--- src/rtl/rv32_bus_arbiter.sv ---
// Two-port bus arbiter: shares one memory bus between instruction fetch and the
// data port, data-first with a starvation guard, per-grant timeout and withdrawal.
module rv32_bus_arbiter #(
    parameter int TIMEOUT_CYCLES = 255,
    parameter int STARVE_LIMIT   = 4
) (
    input  logic        clk,
    input  logic        reset,

    input  logic        instr_read_in,
    input  logic [31:0] instr_address_in,
    output logic        instr_ready_out,
    output logic        instr_fault_out,
    output logic [31:0] instr_read_value_out,

    input  logic        data_read_in,
    input  logic        data_write_in,
    input  logic [3:0]  data_write_mask_in,
    input  logic [31:0] data_address_in,
    input  logic [31:0] data_write_value_in,
    output logic        data_ready_out,
    output logic        data_fault_out,
    output logic [31:0] data_read_value_out,

    output logic        bus_read_out,
    output logic        bus_write_out,
    output logic [3:0]  bus_write_mask_out,
    output logic [31:0] bus_address_out,
    output logic [31:0] bus_write_value_out,
    input  logic [31:0] bus_read_value_in,
    input  logic        bus_ready_in,
    input  logic        bus_fault_in
);

    localparam int WW = $clog2(TIMEOUT_CYCLES);
    localparam int SW = $clog2(STARVE_LIMIT + 1);

    typedef enum logic [1:0] {IDLE, INSTR, DATA} state_t;

    state_t        state;
    state_t        sel;
    logic [WW-1:0] wait_cnt;
    logic [SW-1:0] starve_cnt;

    logic data_req;
    logic granted_req;
    logic withdraw;
    logic done;
    logic timeout;
    logic complete;
    logic active;
    logic arb;

    assign data_req = data_read_in | data_write_in;

    always_comb begin
        granted_req = 1'b0;
        case (state)
            INSTR:   granted_req = instr_read_in;
            DATA:    granted_req = data_req;
            default: granted_req = 1'b0;
        endcase
    end

    assign withdraw = (state != IDLE) && !granted_req;
    assign done     = (state != IDLE) && granted_req && bus_ready_in;
    assign timeout  = (state != IDLE) && granted_req && !bus_ready_in &&
                      (wait_cnt == WW'(TIMEOUT_CYCLES - 1));
    assign complete = done | timeout;
    assign active   = (state != IDLE) && granted_req && !timeout;
    assign arb      = (state == IDLE) || complete;

    // Data wins unless instr has been passed over STARVE_LIMIT times in a row.
    always_comb begin
        sel = IDLE;
        if (data_req && (!instr_read_in || starve_cnt < SW'(STARVE_LIMIT)))
            sel = DATA;
        else if (instr_read_in)
            sel = INSTR;
    end

    always_ff @(posedge clk) begin
        if (!reset) begin
            state      <= IDLE;
            wait_cnt   <= '0;
            starve_cnt <= '0;
        end else begin
            if (arb)
                state <= sel;
            else if (withdraw)
                state <= IDLE;

            if (arb || withdraw)
                wait_cnt <= '0;
            else
                wait_cnt <= wait_cnt + 1'b1;

            if (!instr_read_in || (arb && sel == INSTR))
                starve_cnt <= '0;
            else if (arb && sel == DATA && starve_cnt < SW'(STARVE_LIMIT))
                starve_cnt <= starve_cnt + 1'b1;
        end
    end

    always_comb begin
        bus_read_out         = 1'b0;
        bus_write_out        = 1'b0;
        bus_write_mask_out   = 4'b0;
        bus_address_out      = 32'b0;
        bus_write_value_out  = 32'b0;
        instr_ready_out      = 1'b0;
        instr_fault_out      = 1'b0;
        instr_read_value_out = 32'b0;
        data_ready_out       = 1'b0;
        data_fault_out       = 1'b0;
        data_read_value_out  = 32'b0;

        if (active && state == INSTR) begin
            bus_read_out    = 1'b1;
            bus_address_out = instr_address_in;
        end
        if (active && state == DATA) begin
            bus_read_out        = data_read_in;
            bus_write_out       = data_write_in;
            bus_write_mask_out  = data_write_in ? data_write_mask_in : 4'b0;
            bus_address_out     = data_address_in;
            bus_write_value_out = data_write_value_in;
        end

        // A timeout completes as a fault with no read data.
        if (complete && state == INSTR) begin
            instr_ready_out      = 1'b1;
            instr_fault_out      = done ? bus_fault_in : 1'b1;
            instr_read_value_out = done ? bus_read_value_in : 32'b0;
        end
        if (complete && state == DATA) begin
            data_ready_out      = 1'b1;
            data_fault_out      = done ? bus_fault_in : 1'b1;
            data_read_value_out = done ? bus_read_value_in : 32'b0;
        end
    end

endmodule
--- config.mk ---
export PLATFORM = sky130hd
export DESIGN_NAME = rv32_bus_arbiter
export DESIGN_NICKNAME = d
export VERILOG_FILES = /design/src/rtl/rv32_bus_arbiter.sv
export SDC_FILE = /design/constraint.sdc
export NUM_CORES = 1
export LEC_CHECK = 0
export CORE_AREA = 3 3 106 108
export DETAILED_ROUTE_END_ITERATION = 6
export DIE_AREA = 0 0 109 111
export GPL_ROUTABILITY_DRIVEN = 0
export SETUP_SLACK_MARGIN = 0.4
export SLEW_MARGIN = 20
export SYNTH_ARGS = -nofsm -noshare
export SYNTH_HDL_FRONTEND = slang
export SYNTH_SLANG_ARGS = --single-unit
--- constraint.sdc ---
create_clock -name clk -period 2.7 [get_ports clk]
set_clock_uncertainty 0.2 [all_clocks]
set_input_delay 0.54 -clock clk [delete_from_list [all_inputs] [get_ports clk]]
set_output_delay 0.54 -clock clk [all_outputs]
set_load 0.005 [all_outputs]
# == Word-level counts from Yosys, hierarchy flattened ==
# Cells that the tools add are included.
# totals
ff_bits,13
input_bits,139
out_inout_bits,138
elab_cells,62
# classes
n_addsub,2
order_cmp,1
eq_ne,5
muxes,21
bitwise_logic,3
n_reduce_logical,27
# ops
cell,n
32-bit two-way mux,6
1-bit logical AND,14
1-bit two-way mux,9
8-bit by 1-bit adder with 8-bit output (second input constant),1
8-bit == test (second input constant),1
4-bit two-way mux,2
2-bit two-way mux,3
2-bit by 1-bit == test with 1-bit output (second input constant),2
2-bit == test (second input constant),2
1-bit logical NOT,4
1-bit logical OR,4
2-bit nonzero test,2
2-bit OR reduction,2
3-bit by 1-bit adder with 3-bit output (second input constant),1
3-bit less-than comparator (second input constant),1
2-bit logical NOT,1
1-bit bitwise OR,2
1-bit one-hot mux with 2 select lines,1
1-bit NOT,1

# == Depth between registers and ports, before layout ==
# depth
depth_word,10
depth_mapped,8
mapped_depth_nobuf,6

# == Least setup slack after synthesis ==
# Ideal clock, no wire load.
# synth_path
path_kind,reg2out
from,register state[0]
to,output port bus_address_out[22]
t_arrival_ns,1.603
t_required_ns,1.960
slack_ns,0.357
stages_incl_launch_ff,9
n_path_buf,2
cell_sequence,dfxtp_1 -> inv_1 -> ha_1 -> o211ai_1 -> a21oi_2 -> and4bb_1 -> buf_2 -> buf_6 -> a22o_1
# synth_between
elab_chain_len,10
word_cells_on_any_way,13
classes_between,eq/ne: 2; mux: 3; reduce/logical: 8
# synth_rtl
item,line,source
from (decl),40,state_t state;
from (signal assigned),89,state <= sel;
2-bit == test / 2-bit by 1-bit == test with 1-bit output (equally long branches),"58, 122, 118",
1-bit one-hot mux with 2 select lines,58,case (state)
1-bit logical AND,"67, 70",
1-bit logical AND (2 in a row),67,assign timeout = (state != IDLE) && granted_req && !bus_ready_in &&
1-bit logical NOT,70,assign active = (state != IDLE) && granted_req && !timeout;
1-bit logical AND,70,
1-bit logical AND,118,if (active && state == INSTR) begin
32-bit two-way mux,118,
32-bit two-way mux *,122,if (active && state == DATA) begin
to (decl),28,"output logic [31:0] bus_address_out,"
# Every way passes the cells marked *; elsewhere a longest branch is shown, timed or not.

# == Worst setup path after layout ==
# layout_path
from,register state[0]
to,output port data_read_value_out[12]
# layout_between
elab_chain_len,8
word_cells_on_any_way,12
classes_between,eq/ne: 2; mux: 3; bitwise: 1; reduce/logical: 6
# layout_rtl
item,line,source
2-bit == test / 2-bit by 1-bit == test with 1-bit output (equally long branches),"58, 136",
1-bit one-hot mux with 2 select lines,58,
1-bit logical AND,"66, 67",
1-bit logical AND (2 in a row),67,
1-bit bitwise OR,69,assign complete = done | timeout;
1-bit logical AND,136,if (complete && state == DATA) begin
32-bit two-way mux *,136,
to (decl),23,"output logic [31:0] data_read_value_out,"
# Marked as above.

==> metrics list <==
- For this run, asynchronously set or reset flops after synthesis account for 0.
- Clock latency on the worst-skew pair: 0.25 ns
- Core Region: 10,300 um2
- The checks that failed: negative setup slack.
* Slew of the pin with the lowest slew margin: 0.413 ns
- Power spent charging and discharging nets: 0.167 mW
- Power share of the clock group: 0.256
- Most common cell in the netlist: sky130_fd_sc_hd__and2_1
- The first global-routing pass estimated 19.2 mm of wire.
* Count of buffering cells on the critical path with inverters included: 7
* Synthesized-area fraction occupied by adder cells: 0.0423
* Multiplexer area fraction after synthesis: 0
- In this design, the stage delay of the slowest critical-path cell is 0.35 ns.
* Share of total power in sequential cells: 0.289
- Top delay family on crit path: buffers and inverters
- Post-synthesis simple-gate area fraction: 0.487
- Maximum net fanout on the critical path: 8
- Worst Hold Depth: 2
- The floorplan step defined a die boundary enclosing 12,100 um2.
- The slowest stage of the critical path belongs to the cell sky130_fd_sc_hd__dfxtp_2.
* Total negative slack for setup checks: -18.20 ns
- After synthesis, the cell types taking the most area are sky130_fd_sc_hd__and2_1, sky130_fd_sc_hd__a22o_1, sky130_fd_sc_hd__dfxtp_1, sky130_fd_sc_hd__buf_6, sky130_fd_sc_hd__ha_1.
- Main synth FF type: sky130_fd_sc_hd__dfxtp_1
- Synth Area in Compound Gates: 0.209
- Of the synthesized area, sequential elements account for 0.146.
- Each instance of the synthesized netlist takes up on average 7.53 um2.
- For this run, the share of the core covered by cells in the final layout is 0.582.
- Final Net Count: 721
- Category of the most critical setup path: register to output port
- Of the total synthesized cell area, the portion taken by XOR and XNOR cells is 0.0296.
- Setup slack on the critical path of the routed design comes to -0.239 ns.
- The worst register-to-register path has a setup slack of 0.52 ns.
- Ranked by instance count, the synthesized netlist is headed by sky130_fd_sc_hd__and2_1, sky130_fd_sc_hd__a22o_1, sky130_fd_sc_hd__dfxtp_1, sky130_fd_sc_hd__nor2_1, sky130_fd_sc_hd__nand3_1.
- Main combinational cell family by area after synthesis: simple AND/OR/NAND/NOR gates
* Initial Util: 0.172
- Filler instances: 882
* Flops & latches, synth: 13
- Syn-to-layout area delta: 238%
- Number of port buffers: 276
- The floorplan step set the die width to 109 um.
* Cell area after layout: 6010 um2
- The root buffer cell chosen for the clock tree is sky130_fd_sc_hd__clkbuf_8.
* Detailed-router iteration count before antenna repair: 4
* Cells along the critical path: inv_4 -> ha_4 -> o211ai_1 -> a21oi_2 -> buf_4 -> buf_6 -> and3_4 -> buf_12 -> buf_12 -> buf_16 -> and2_4 -> buf_6
- Internal Dissipation: 0.520 mW
- Distinct cell type count of the synthesized netlist: 33
* Classification of the worst-slack hold path: register to register
- The initialized floorplan defines 37 standard-cell rows.
- After layout, the minimum clock period comes to 2.94 ns.
* Arrival time at the worst endpoint: 2.20 ns
- Area of the multi-input gates: 1700 um2
* Unrepaired setup endpoints after global routing: true
- Lkg Pwr: 2.77 nW
* Maximum level of the CTS H-tree: 1
- Number of enable flip-flop cells after synthesis: 0
- Share of layout cells above drive strength 1: 0.570
- The final layout contains routed wiring with a total length of 14.4 mm.
* Outcome: complete, but fails checks
- The placed instances occupy a cell area of 4850 um2.
- Via density: 4.36
- Switching part of the total power: 0.243
- Counting buffers and inverters, the worst setup path is 12 cells deep.
* Ratio of final minimum period to clock period: 1.09
- The clock drives 13 sinks.
- Capture instance of the worst register-to-register path: state[0]
* Max-cap violations: 0
- The wire-length estimate of the detail-placed layout is 9.91 mm.
- Number of antenna violations at the first check in global routing: 1
- Most area-hungry cell type in the Yosys netlist: sky130_fd_sc_hd__and2_1
- Hold path endpoint: starve_cnt[1]
* Routed len/inst: 20.2 um
- Register Area: 264 um2
- Worst EP required: 1.96 ns
- Largest buffer count on any clock path: 2
- Entering global routing, the biggest net connects 20 pins.
- TritonCTS created 3 clock buffers.
- YS warnings: 0
- The number of antenna diodes in the final layout is 0.
* Worst IR Drop VDD: 93.6 uV
- After detailed routing, the number of remaining DRC violations is 0.
- Total gr overflow: 0
- 277 I/O pins were placed.
- The completed layout was analyzed and its total power is 0.687 mW.
* Clock tree from TritonCTS: yes
- Clock-pin slew was measured on the worst setup and hold paths at 0.06 ns.
- Comb power frac: 0.455
- In this run the remaining antenna-violating nets after routing total 0.
- Counting every net in the synthesized netlist gives 381.
- Buffers inserted to repair hold after CTS numbered 0.
- The floorplan step set the die height to 111 um.
- After synthesis the cells add up to 1780 um2.
- In this run the critical register-to-register path is launched from state[0].
* Initial DRC Count: 101
* Final Max Tran Viols: 0
- In this run the power density over the cells is 114 nW/um2.
- Worst-case reg-to-reg path depth: 12
- Setup violations remaining at the end of the flow were counted as 132.
* Slew Limit Headroom: 0.722
- The startpoint identified for the worst hold timing path is starve_cnt[1].
- The number of global-route vias before repair came to 3,081.
- Fin. Hold Viols: 0
* FMAX: 0.340 GHz
- For this block, the via count after detailed routing is 3,100.
- Synthesis produced 236 cells.
- Smallest hold slack: 0.291 ns
* Global-route usage over all layers: 0.207
- Kind of start point of the critical path: register
* Critical path endpoint category: output port
* Area fraction of the dominant cell type after synthesis: 0.345
==> power groups by stage <==
stage | registers, mW | logic, mW | clock network [mW]
after floorplan | 0.202 | 0.0387 | 0
after global placement | 0.203 | 0.274 | 0
after detailed placement | 0.203 | 0.278 | 0
after CTS | 0.198 | 0.293 | 0.182
after global routing | 0.199 | 0.331 | 0.195
final | 0.199 | 0.313 | 0.176
==> layout make-up <==
type,count,share of cell area
clock buffers,3,0.00688
multi-input cells,201,0.283
flip-flops and latches,13,0.0440
clock inverters,1,0.000833
inverters,5,0.00354
well taps,136,0.0283
repair buffers,352,0.634
==> sequential cells by signal, indices dropped and copies added, names as in the netlist <==
| name | flops |
|---|---|
| starve_cnt | 3 |
| state | 2 |
| wait_cnt | 8 |
==> worst max path at each step <==
stage | endpoint | from
final | data_read_value_out[12] | state[0]
after global routing | data_read_value_out[12] | state[0]
after CTS | data_read_value_out[8] | state[1]
after detailed placement | bus_write_value_out[31] | data_write_in
after global placement | bus_write_value_out[31] | data_write_in
after floorplan | bus_address_out[0] | data_read_in
==> what timing repair did <==
action | in CTS | in global routing
setup buffers | 27 | 5
endpoints found under the setup margin | 138 | 144
cloned | 12 | 8
pin swaps | 62 | 35
resized for setup | 644 | 143
==> worst reg2reg max path, stage by stage, from the launching register on <==
cell and delay (ns):
sky130_fd_sc_hd__dfxtp_2 0.35, sky130_fd_sc_hd__inv_4 0.05, sky130_fd_sc_hd__ha_4 0.26, sky130_fd_sc_hd__o211ai_1 0.12, sky130_fd_sc_hd__a21oi_2 0.20, sky130_fd_sc_hd__buf_4 0.14
sky130_fd_sc_hd__buf_6 0.08, sky130_fd_sc_hd__buf_4 0.09, sky130_fd_sc_hd__buf_6 0.08, sky130_fd_sc_hd__buf_6 0.08, sky130_fd_sc_hd__buf_4 0.12, sky130_fd_sc_hd__o2111ai_4 0.13
sky130_fd_sc_hd__o22ai_1 0.19
==> cells in the final DEF, fill, tap and decap left out, types with 6 or more instances in the layout <==
master / instances
sky130_fd_sc_hd__clkbuf_16: 6
sky130_fd_sc_hd__dfxtp_1: 10
sky130_fd_sc_hd__and2_1: 15
sky130_fd_sc_hd__nor2_1: 13
sky130_fd_sc_hd__clkdlybuf4s50_1: 134
sky130_fd_sc_hd__buf_4: 23
sky130_fd_sc_hd__and2_4: 83
sky130_fd_sc_hd__a22o_1: 32
sky130_fd_sc_hd__nand3_1: 9
sky130_fd_sc_hd__and3_4: 7
sky130_fd_sc_hd__buf_6: 106
sky130_fd_sc_hd__buf_16: 12
sky130_fd_sc_hd__buf_2: 48
sky130_fd_sc_hd__buf_12: 14
==> per-layer routing <==
| metal | share of wire | global-route usage |
|---|---|---|
| met1 | 0.35 | 0.216 |
| met2 | 0.55 | 0.403 |
| met3 | 0.072 | 0.0472 |
| met4 | 0.021 | 0.0522 |
| met5 | 0.00091 | 0 |
==> kinds of logic (layout without fill, tap and decap cells) <==
logic type | Yosys count | in the layout
buffers and inverters | 23 | 361
AND/OR/NAND/NOR | 143 | 143
AO/OA/AOI/OAI | 45 | 46
adder cells (fa/ha/maj) | 6 | 6
XOR/XNOR | 6 | 6
flip-flops | 13 | 13
==> metrics by stage <==
stage | std cells | worst slack [ns]
final | 711 | -0.239
after global routing | 711 | -0.330
after CTS | 698 | -0.204
after detailed placement | 655 | -0.663
after global placement | 655 | -0.667
after floorplan | 236 | 0.398
(Power assumes the default switching activity.)
